## config.mk

```make
export PLATFORM = sky130hd
export DESIGN_NAME = sra_arbiter
export DESIGN_NICKNAME = d
export VERILOG_FILES = /design/src/rtl/sra_arbiter.sv
export SDC_FILE = /design/constraint.sdc
export NUM_CORES = 1
export LEC_CHECK = 0
export BUFFER_PORTS_ARGS = -buffer_cell sky130_fd_sc_hd__buf_2
export CORE_AREA = 3 3 83 85
export DETAILED_ROUTE_END_ITERATION = 8
export DIE_AREA = 0 0 86 88
export PLACE_DENSITY_LB_ADDON = 0.2
export SLEW_MARGIN = 25
export SYNTH_ARGS = -nofsm -noshare
export SYNTH_HDL_FRONTEND = slang
export SYNTH_SLANG_ARGS = --single-unit
```

## constraint.sdc

```tcl
create_clock -name clk -period 4.8 [get_ports clk]
set_clock_uncertainty 0.2 [all_clocks]
set_input_delay 0.96 -clock clk [delete_from_list [all_inputs] [get_ports clk]]
set_output_delay 0.96 -clock clk [all_outputs]
set_load 0.005 [all_outputs]
```

## src/rtl/sra_arbiter.sv

```systemverilog
// sra_arbiter: round-robin front end that shares one SRA square-root unit among NUM_REQ
// requesters. It accepts one request at a time and latches that requester's operands. It then
// pulses sra_start and waits for sra_done. The result is returned tagged with the requester
// index. If the SRA stays silent for TIMEOUT_CYC cycles, a watchdog pulses sra_clr low for
// CLR_CYC cycles and returns an error response.
//
// Ports:
//   clk        rising-edge clock
//   CLR        synchronous active-low reset
//   req        per-requester request level
//   req_in1    packed In1 operands, requester i at [8i+7:8i]
//   req_in2    packed In2 operands, same packing
//   gnt        one-hot accept pulse (operands captured)
//   rsp_valid  one-cycle response strobe
//   rsp_id     index of the requester being answered
//   rsp_data   SRA result, 8'h00 on timeout
//   rsp_err    1 = timeout abort, qualifies rsp_valid
//   busy       high in every state except idle
//   sra_start  SRA Start pulse
//   sra_in1    SRA In1, held from issue until back in idle
//   sra_in2    SRA In2, same hold rule
//   sra_clr    SRA CLR, active-low; low during reset and recovery
//   sra_out    SRA Out
//   sra_done   SRA Done
module sra_arbiter #(
   parameter int unsigned NUM_REQ     = 4,
   parameter int unsigned ID_W        = 2,
   parameter int unsigned TIMEOUT_CYC = 64,
   parameter int unsigned CLR_CYC     = 2
) (
   input  logic                 clk,
   input  logic                 CLR,
   input  logic [NUM_REQ-1:0]   req,
   input  logic [8*NUM_REQ-1:0] req_in1,
   input  logic [8*NUM_REQ-1:0] req_in2,
   output logic [NUM_REQ-1:0]   gnt,
   output logic                 rsp_valid,
   output logic [ID_W-1:0]      rsp_id,
   output logic [7:0]           rsp_data,
   output logic                 rsp_err,
   output logic                 busy,
   output logic                 sra_start,
   output logic [7:0]           sra_in1,
   output logic [7:0]           sra_in2,
   output logic                 sra_clr,
   input  logic [7:0]           sra_out,
   input  logic                 sra_done
);

   localparam int unsigned WDOG_W = $clog2(TIMEOUT_CYC);
   localparam int unsigned CNT_W  = $clog2(CLR_CYC + 1);

   typedef enum logic [2:0] {StIdle, StIssue, StWait, StResp, StRecover} state_e;

   state_e            state;
   logic [ID_W-1:0]   rr_ptr;
   logic [ID_W-1:0]   id_q;
   logic [WDOG_W-1:0] wdog;
   logic [CNT_W-1:0]  clr_cnt;
   logic [ID_W-1:0]   win_idx;
   logic              win_found;

   // Round-robin search: first set request strictly after rr_ptr, wrapping around.
   always_comb begin
      win_found = 1'b0;
      win_idx   = '0;
      for (int i = 1; i <= int'(NUM_REQ); i++) begin
         int idx;
         idx = int'(rr_ptr) + i;
         if (idx >= int'(NUM_REQ)) idx = idx - int'(NUM_REQ);
         if (!win_found && req[idx]) begin
            win_found = 1'b1;
            win_idx   = ID_W'(idx);
         end
      end
   end

   always_ff @(posedge clk) begin
      if (!CLR) begin
         state     <= StIdle;
         rr_ptr    <= ID_W'(NUM_REQ - 1);
         id_q      <= '0;
         wdog      <= '0;
         clr_cnt   <= '0;
         gnt       <= '0;
         rsp_valid <= 1'b0;
         rsp_id    <= '0;
         rsp_data  <= '0;
         rsp_err   <= 1'b0;
         busy      <= 1'b0;
         sra_start <= 1'b0;
         sra_in1   <= '0;
         sra_in2   <= '0;
         sra_clr   <= 1'b0;
      end else begin
         // Pulse outputs default low; sra_clr is only pulled low in recovery.
         sra_clr   <= 1'b1;
         gnt       <= '0;
         sra_start <= 1'b0;
         unique case (state)
            StIdle: begin
               if (win_found) begin
                  sra_in1   <= req_in1[win_idx*8 +: 8];
                  sra_in2   <= req_in2[win_idx*8 +: 8];
                  id_q      <= win_idx;
                  rr_ptr    <= win_idx;
                  gnt       <= NUM_REQ'(1) << win_idx;
                  sra_start <= 1'b1;
                  busy      <= 1'b1;
                  state     <= StIssue;
               end
            end
            StIssue: begin
               wdog  <= '0;
               state <= StWait;
            end
            StWait: begin
               wdog <= wdog + 1'b1;
               // wdog==0 marks the first wait cycle, where a leftover Done is ignored.
               if (wdog != '0 && sra_done) begin
                  rsp_valid <= 1'b1;
                  rsp_err   <= 1'b0;
                  rsp_data  <= sra_out;
                  rsp_id    <= id_q;
                  state     <= StResp;
               end else if (wdog == WDOG_W'(TIMEOUT_CYC - 1)) begin
                  sra_clr <= 1'b0;
                  clr_cnt <= '0;
                  state   <= StRecover;
               end
            end
            StRecover: begin
               if (clr_cnt == CNT_W'(CLR_CYC - 1)) begin
                  rsp_valid <= 1'b1;
                  rsp_err   <= 1'b1;
                  rsp_data  <= '0;
                  rsp_id    <= id_q;
                  state     <= StResp;
               end else begin
                  sra_clr <= 1'b0;
                  clr_cnt <= clr_cnt + 1'b1;
               end
            end
            StResp: begin
               rsp_valid <= 1'b0;
               rsp_err   <= 1'b0;
               rsp_data  <= '0;
               rsp_id    <= '0;
               busy      <= 1'b0;
               state     <= StIdle;
            end
            default: state <= StIdle;
         endcase
      end
   end

endmodule

```

==> metrics.csv, run 1 <==
stage,metric,value,unit
status,status,"finished, final reports clean",
clock_network,cts_setup_buffers,0,
critical_path,crit_type,in -> reg,
die,dieArea,7570,um^2
logic_synthesis,synth.avg_cell_area,8.63,um^2
logic_synthesis,syn-cell-area,2800,um^2
power_and_ir_drop,ir_drop,0.221,mV
route,wirelength,7440,um
clock_network,cts_num_sinks,50,
grt,grt_max_degree,35,
clock_network,path_clk_slew,0.10,ns
grt,grt.total_usage,0.194,
critical_path,required,4.77,ns
logic_synthesis,synthCells,325,
logic_synthesis,synth_edf_count,0,
layout,final.fill_count,612,
sta,slew_viol_final,0,
sta,setup_slack,1.76,ns
logic_synthesis,ys.flop_type,dfxtp_1,
sta,rsz0062_at_grt,no,
logic_synthesis,ys_top_cells_by_count,"nand2_1, dfxtp_1, mux2i_1, clkbuf_1",
clock_network,htreeDepth,2,
critical_path,start_kind,input port,
sta,worst_pin_slew,0.851,ns
sta,max_slew_margin,0.430,
logic_synthesis,synth_seq_cells,50,
die,initial_utilization,0.447,
route,wire_per_inst,14.8,um
sta,hold_ws,0.253,ns
logic_synthesis,ys_types,46,
sta,finalHoldViolCount,0,
logic_synthesis,synth_fp_nets,407,
placed_design,detailed_place_hpwl,5360,um
clock_network,clock_path_buffers,2,
logic_synthesis,synthArstFlopShare,0,
logic_synthesis,synth_area_leaders,"dfxtp_1, mux2i_1, nand2_1, a21bo_2, o31ai_1",
route,drt-pass1-iter-count,4,
logic_synthesis,synth.largest_area_cell,dfxtp_1,
die,rows,29,
logic_synthesis,synth.most_common_cell,nand2_1,
sta,setup_violations,0,
placed_design,gp_congestion,0.811,
sta,period_share,0.633,
logic_synthesis,synth.top_cell.area_share,0.357,
clock_network,clock_latency,0.31,ns
clock_network,cts_tree,yes,
grt,overflow,0,
sta,fin_setup_tns,0,ns
power_and_ir_drop,leakage,1.56,nW
placed_design,place_ws,1.46,ns
grt,grt_pass1_vias,2502,
layout,diodes,0,
critical_path,path_max_fanout,17,
clock_network,post_cts_resized,0,
critical_path,worstPathArrival,3.01,ns
die,core,6280,um^2
sta,min_period,3.04,ns
grt,grt_pass1_wl,12000,um
grt,antenna_found_initial,0,
clock_network,hold_buffers,0,
run,max_cap_violations,0,
layout,nNetsFinal,505,
layout,drive_above_1_share,0.361,
route,drc,0,
power_and_ir_drop,power_density,467,nW/um^2
sta,fmax,0.329,GHz
route,vias,2735,
route,ant_nets,0,
clock_network,cts-root-buf,clkbuf_8,
die,die-height,88,um
logic_synthesis,synth-seq-area-share,0.357,
power_and_ir_drop,p_total,1.63,mW
route,drt_iter0_markers,161,
die,num_io_pins,114,
layout,area_growth,24.5,%
clock_network,cts_made_buffers,5,
route,vias_per_cell,5.46,
placed_design,port_buffers,113,
worst_hold_path,hold_class,reg -> reg,
critical_path,critPathCaptureType,flop,
die,dieWidth,86,um
logic_synthesis,ys_warn_count,0,
[power by group]
part | internal, mW | switching, mW
clock network | 0.109 | 0.158
registers | 0.543 | 0.106
logic | 0.347 | 0.368
total | 1.00 | 0.631
[path summary, 6_finish.rpt]
path	startpoint	to	slack [ns]	cells past startpoint
setup / recovery	req[3]	sra_in1[4]	1.76	7
hold / removal	rsp_err	rsp_err	0.25	2
setup reg to reg	rr_ptr[0]	sra_in1[4]	2.28	6
hold reg to reg	rsp_err	rsp_err	0.25	2
[cells in the final DEF (no fill, tap or decap), types with 3 or more instances in the layout]
cell type,count
buf_2,113
nand2_1,51
dfxtp_1,50
mux2i_1,28
nand4_1,17
o31ai_1,17
a21bo_2,16
o211ai_1,16
nor2_1,12
o21ai_0,10
a21oi_1,8
nor2b_1,7
and2_1,6
nand3_1,6
nand2b_1,5
o21a_1,5
a21boi_0,5
clkbuf_8,5
inv_1,4
ha_1,3
[critical path: stages]
cell and delay (ns):
buf_2 0.14, nor2b_1 0.16, o21a_1 0.41, nor3_2 0.78, buf_12 0.24, mux2i_1 0.21
o211ai_1 0.10
[cells by family (layout without fill, tap and decap cells)]
logic type      after synthesis  in the layout  share of synthesized area
simple gates                120            120                      0.221
buf+inv                      29            128                     0.0482
flops                        50             50                      0.357
compound gates               94             94                      0.256
fa+ha+maj                     3              3                     0.0134
mux                          29             29                      0.104
[routing by layer]
metal  up-vias  wire, um  global-route usage
met2        88      3410               0.294
met1      1258      3500               0.284
met5         -         0                   0
li1       1381         -                   -
met3         8       468              0.0367
met4         0        60              0.0417
[registers in the layout, summed over array words and instances (netlist names), 2 cells and up]
register	count
gnt	4
sra_in2	8
id_q	2
wdog	6
rsp_data	8
state	3
clr_cnt	2
sra_in1	8
rr_ptr	2
rsp_id	2
[area by class of cell]
type	instances	area, um^2	area share
Multi-Input combinational cell	246	1680	0.481
Sequential cell	50	1000	0.287
Timing Repair Buffer	116	601	0.172
Tap cell	77	96.3	0.0276
Clock buffer	5	68.8	0.0197
Clock inverter	3	28.8	0.00825
Inverter	4	15.0	0.00430
[per-stage QoR]
stage / instances / util / cell area [um^2]
finish: 501 / 0.556 / 3490
global route: 501 / 0.556 / 3490
CTS: 501 / 0.556 / 3490
detailed placement: 493 / 0.540 / 3390
global placement: 493 / 0.539 / 3390
floorplan: 325 / - / 2800
Power figures use the tool's default switching activity.
==> run 2, diff against run 1 <==
==> constraint.sdc (replaced) <==
create_clock -name clk -period 2.9 [get_ports clk]
set_clock_uncertainty 0.2 [all_clocks]
set_input_delay 0.58 -clock clk [delete_from_list [all_inputs] [get_ports clk]]
set_output_delay 0.58 -clock clk [all_outputs]
set_load 0.005 [all_outputs]
==> metrics.csv, run 2 (synthesized netlist as in run 1, its figures left out) <==
stage,metric,value,unit,change
die,rows,29,,unchanged
critical_path,critPathCaptureType,flop,,
critical_path,ff2ff_setup_slack,0.61,ns,-1.67 ns
clock_network,cts_num_sinks,50,,unchanged
worst_hold_path,hold_class,reg -> reg,,
grt,grt_pass1_wl,12000,um,-0.28%
grt,grt_pass1_vias,2535,,+1.3%
critical_path,reg2reg_depth,6,,unchanged
clock_network,post_cts_resized,0,,unchanged
route,wire_per_inst,14.5,um,-2.4%
sta,rsz0062_at_grt,no,,
critical_path,worstPathArrival,2.27,ns,-0.74 ns
layout,nNetsFinal,516,,+2.2%
worst_hold_path,min_from,rsp_err,,
route,drt-pass1-iter-count,4,,unchanged
sta,worst_pin_slew,0.723,ns,-0.128 ns
clock_network,cts_setup_buffers,0,,unchanged
layout,final_common_cell,buf_2,,
sta,finalHoldViolCount,0,,unchanged
placed_design,port_buffers,113,,unchanged
route,ant_nets,0,,unchanged
critical_path,crit_start,state[0],,
sta,setup_violations,0,,unchanged
sta,min_period,2.29,ns,
critical_path,required,2.88,ns,-1.89 ns
layout,area_growth,27.0,%,
power_and_ir_drop,leakage,1.61,nW,+3.1%
critical_path,critPathCapture,sra_in1[4],,
clock_network,hold_buffers,0,,unchanged
sta,max_slew_margin,0.514,,+0.0841
placed_design,gp_congestion,0.839,,+3.4%
grt,overflow,0,,unchanged
run,max_cap_violations,0,,unchanged
critical_path,worstReg2RegStart,state[0],,
power_and_ir_drop,ir_drop,0.383,mV,+73%
sta,fin_setup_tns,0,ns,unchanged
route,vias,2784,,+1.8%
clock_network,cts_tree,yes,,
clock_network,clock_latency,0.30,ns,about the same
die,core,6280,um^2,unchanged
critical_path,path_max_fanout,12,,-5
layout,diodes,0,,unchanged
die,die-height,88,um,unchanged
layout,top_regs,"rsp_data x8, sra_in1 x8, sra_in2 x8",,
critical_path,rr_endpoint,sra_in1[4],,
power_and_ir_drop,p_total,2.79,mW,+71%
placed_design,detailed_place_hpwl,5490,um,+2.3%
layout,drive_above_1_share,0.368,,+0.00697
route,drt_iter0_markers,186,,+16%
status,status,"finished, final reports clean",,
sta,period_share,0.790,,
sta,slew_viol_final,0,,unchanged
route,wirelength,7420,um,-0.23%
sta,hold_ws,0.251,ns,-0.00162 ns
clock_network,cts-root-buf,clkbuf_8,,
power_and_ir_drop,power_density,784,nW/um^2,+68%
clock_network,htreeDepth,2,,unchanged
layout,final_cell_mix,"buf_2, nand2_1, dfxtp_1",,
grt,grt.total_usage,0.193,,-0.000792
critical_path,crit_type,reg -> reg,,
worst_hold_path,hold_depth,2,,unchanged
sta,fmax,0.437,GHz,
route,drc,0,,unchanged
critical_path,start_kind,flop,,
grt,grt_max_degree,23,,-34%
clock_network,cts_made_buffers,5,,unchanged
die,dieWidth,86,um,unchanged
clock_network,clock_path_buffers,2,,unchanged
die,initial_utilization,0.447,,unchanged
die,dieArea,7570,um^2,unchanged
clock_network,path_clk_slew,0.09,ns,about the same
die,num_io_pins,114,,unchanged
grt,antenna_found_initial,0,,unchanged
route,vias_per_cell,5.44,,-0.40%
==> run 2: how the worst min path moves through the flow <==
stage	to	slack [ns]
after floorplan	rsp_err	0.24
after global placement	rsp_err	0.23
after detailed placement	rsp_err	0.24
after CTS	rsp_err	0.25
after global routing	rsp_err	0.28
final	rsp_err	0.25
==> run 2: report_power, final <==
group	leakage [nW]	internal [mW]	total, mW	switching [mW]
sequential	0.409	0.899	1.03	0.135
clock	0.0524	0.259	0.486	0.227
combinational	1.15	0.616	1.27	0.658
total	1.61	1.77	2.79	1.02
==> run 2: stage by stage <==
stage                     setup slack, ns  instances   util  area [um^2]
after floorplan                     0.716        325      -         2800
after detailed placement            0.407        504  0.551         3460
after global routing                0.477        512  0.567         3560
final                               0.610        512  0.567         3560
after CTS                           0.636        512  0.567         3560
after global placement              0.380        504  0.551         3460
==> run 2: area by class of cell <==
type | count | area (um^2)
well taps | 77 | 96.3
clock buffers | 7 | 76.3
flip-flops and latches | 50 | 1000
repair buffers | 127 | 671
multi-input cells | 246 | 1670
clock inverters | 1 | 30.0
fillers | 615 | 2720
inverters | 4 | 15.0
==> run 2: worst max-delay path, stage by stage, from the launching register on <==
cell and delay [ns]:
dfxtp_1 0.42, buf_4 0.23, nor4_2 0.66, nor2b_1 0.25, buf_4 0.26, nand2_1 0.07, o211ai_1 0.08
==> run 2: routing by layer <==
metal | track usage | share of wire
met1 | 0.269 | 0.46
met2 | 0.305 | 0.47
met3 | 0.0433 | 0.059
met4 | 0.0432 | 0.012
met5 | 0 | 0
==> run 3, diff against run 2 <==
==> constraint.sdc (replaced) <==
create_clock -name clk -period 2.3 [get_ports clk]
set_clock_uncertainty 0.2 [all_clocks]
set_input_delay 0.46 -clock clk [delete_from_list [all_inputs] [get_ports clk]]
set_output_delay 0.46 -clock clk [all_outputs]
set_load 0.005 [all_outputs]
==> metrics.csv, run 3 (synthesized netlist as in run 1, its figures left out) <==
stage,metric,value,unit,change
power_and_ir_drop,p_int,2.31,mW,+30%
sta,hold_ws,0.187,ns,-0.0639 ns
placed_design,detailed_place.area,3560,um^2,+3.0%
critical_path,worstPathArrival,2.17,ns,-0.10 ns
power_and_ir_drop,p_switching,1.32,mW,+30%
status,status,"finished, final reports clean",,
clock_network,cts-root-buf,clkbuf_8,,
layout,nNetsFinal,523,,+1.4%
die,rows,29,,unchanged
power_and_ir_drop,ir_drop,0.446,mV,+16%
critical_path,start_kind,flop,,
clock_network,path_clk_slew,0.10,ns,about the same
grt,grt_max_degree,34,,+48%
layout,final_common_cell,buf_2,,
route,vias,2821,,+1.3%
power_and_ir_drop,comb_power_share,0.472,,+0.016
grt,grt_pass1_wl,12000,um,+0.58%
clock_network,post_cts_resized,0,,unchanged
clock_network,clock_latency,0.31,ns,about the same
sta,fin_setup_tns,0,ns,unchanged
route,drt_iter0_markers,159,,-15%
route,vias_per_cell,5.44,,about the same
sta,period_share,0.939,,+0.149
worst_hold_path,hold_class,in -> reg,,
grt,grt.total_usage,0.197,,+0.00412
power_and_ir_drop,leakage,1.68,nW,+3.9%
layout,drive_above_1_share,0.382,,+0.0145
grt,antenna_found_initial,0,,unchanged
placed_design,port_buffers,113,,unchanged
route,wirelength,7620,um,+2.7%
clock_network,cts_setup_buffers,0,,unchanged
sta,max_slew_margin,0.593,,+0.0795
run,max_cap_violations,0,,unchanged
die,num_io_pins,114,,unchanged
route,ant_nets,0,,unchanged
placed_design,detailed_place_hpwl,5590,um,+1.9%
grt,grt_pass1_vias,2587,,+2.1%
placed_design,gp_congestion,0.868,,+3.5%
layout,area_growth,30.9,%,
layout,diodes,0,,unchanged
critical_path,critPathMaxStageDelay,0.46,ns,-0.20 ns
power_and_ir_drop,pwr-share-clk,0.173,,about the same
route,wire_per_inst,14.7,um,+1.3%
layout,finalInstanceArea,3670,um^2,+3.1%
sta,min_period,2.16,ns,-0.130 ns
route,drc,0,,unchanged
critical_path,critPathSlowestCell,or4b_4,,
critical_path,crit_type,reg -> reg,,
clock_network,cts_made_buffers,5,,unchanged
die,dieArea,7570,um^2,unchanged
die,dieWidth,86,um,unchanged
clock_network,clock_path_buffers,2,,unchanged
grt,overflow,0,,unchanged
sta,worst_pin_slew,0.605,ns,-0.118 ns
sta,fmax,0.463,GHz,+6.0%
sta,setup_violations,0,,unchanged
power_and_ir_drop,power_density,989,nW/um^2,+26%
sta,slew_viol_final,0,,unchanged
critical_path,required,2.31,ns,-0.57 ns
power_and_ir_drop,pwr-share-seq,0.354,,-0.016
critical_path,critPathCaptureType,flop,,
route,drt-pass1-iter-count,4,,unchanged
power_and_ir_drop,switching_share,0.364,,-0.00114
layout,top_regs,"rsp_data x8, sra_in1 x8, sra_in2 x8",,
critical_path,path_cells,"inv_1, ha_1, or4b_4, o21ai_4, nand2b_2, a22o_4, o211a_1",,
clock_network,cts_tree,yes,,
clock_network,htreeDepth,2,,unchanged
sta,finalHoldViolCount,0,,unchanged
die,core,6280,um^2,unchanged
die,die-height,88,um,unchanged
critical_path,path_max_fanout,12,,unchanged
sta,rsz0062_at_grt,no,,
clock_network,hold_buffers,0,,unchanged
die,initial_utilization,0.447,,unchanged
clock_network,cts_num_sinks,50,,unchanged
layout,final_cell_mix,"buf_2, nand2_1, dfxtp_1",,
[run 3: changes by cell type in the layout (fill, tap and decap cells not counted), sizes merged]
| cell | change |
|---|---|
| buf | +7 |
| clkbuf | -2 |
| clkinv | +1 |
| inv | +1 |
[run 3: per-stage QoR]
step                power, mW  std cells  worst slack [ns]   util
floorplan                2.37        325             0.236      -
global placement         2.99        511             0.167  0.567
detailed placement       3.02        511             0.150  0.567
CTS                      3.66        519             0.151  0.585
global route             3.90        519            0.0706  0.585
finish                   3.63        519             0.140  0.585
[run 3: area by class of cell]
cell class	count	area, um^2
well taps	77	96.3
flip-flops and latches	50	1000
fillers	603	2610
clock buffers	5	68.8
inverters	4	15.0
clock inverters	3	43.8
multi-input cells	246	1670
repair buffers	134	773
[run 3: power groups by stage]
stage / Clock, mW / Combinational [mW] / Sequential (mW)
final: 0.629 / 1.72 / 1.29
after global routing: 0.687 / 1.89 / 1.32
after CTS: 0.648 / 1.72 / 1.29
after detailed placement: 0 / 1.71 / 1.31
after global placement: 0 / 1.68 / 1.30
after floorplan: 0 / 1.07 / 1.30
[run 3: worst max-delay path: cells and delay by family, from the launching register on]
kind                       cells  cell delay, ns
buffers and inverters          1            0.11
adders and majority gates      1            0.14
AOI/OAI and AO/OA              3            0.73
and+or+nand+nor                2            0.55
DFF                            1            0.33
[run 3: worst paths after layout]
| check | startpoint | end | slack (ns) | depth (start not counted) |
|---|---|---|---|---|
| worst max-delay path | wdog[0] | rsp_valid | 0.14 | 7 |
| worst min-delay path | sra_out[4] | rsp_data[4] | 0.19 | 3 |
| worst max register to register | wdog[0] | rsp_valid | 0.14 | 7 |
| worst min register to register | rsp_err | rsp_err | 0.26 | 2 |
[run 3: per-layer routing]
| layer | GRT usage | part of all wire | wire length (um) | vias up |
|---|---|---|---|---|
| li1 | - | - | - | 1420 |
| met1 | 0.264 | 0.45 | 3430 | 1294 |
| met2 | 0.306 | 0.48 | 3620 | 101 |
| met3 | 0.0461 | 0.066 | 504 | 6 |
| met4 | 0.0777 | 0.0088 | 67 | 0 |
| met5 | 0 | 0 | 0 | - |
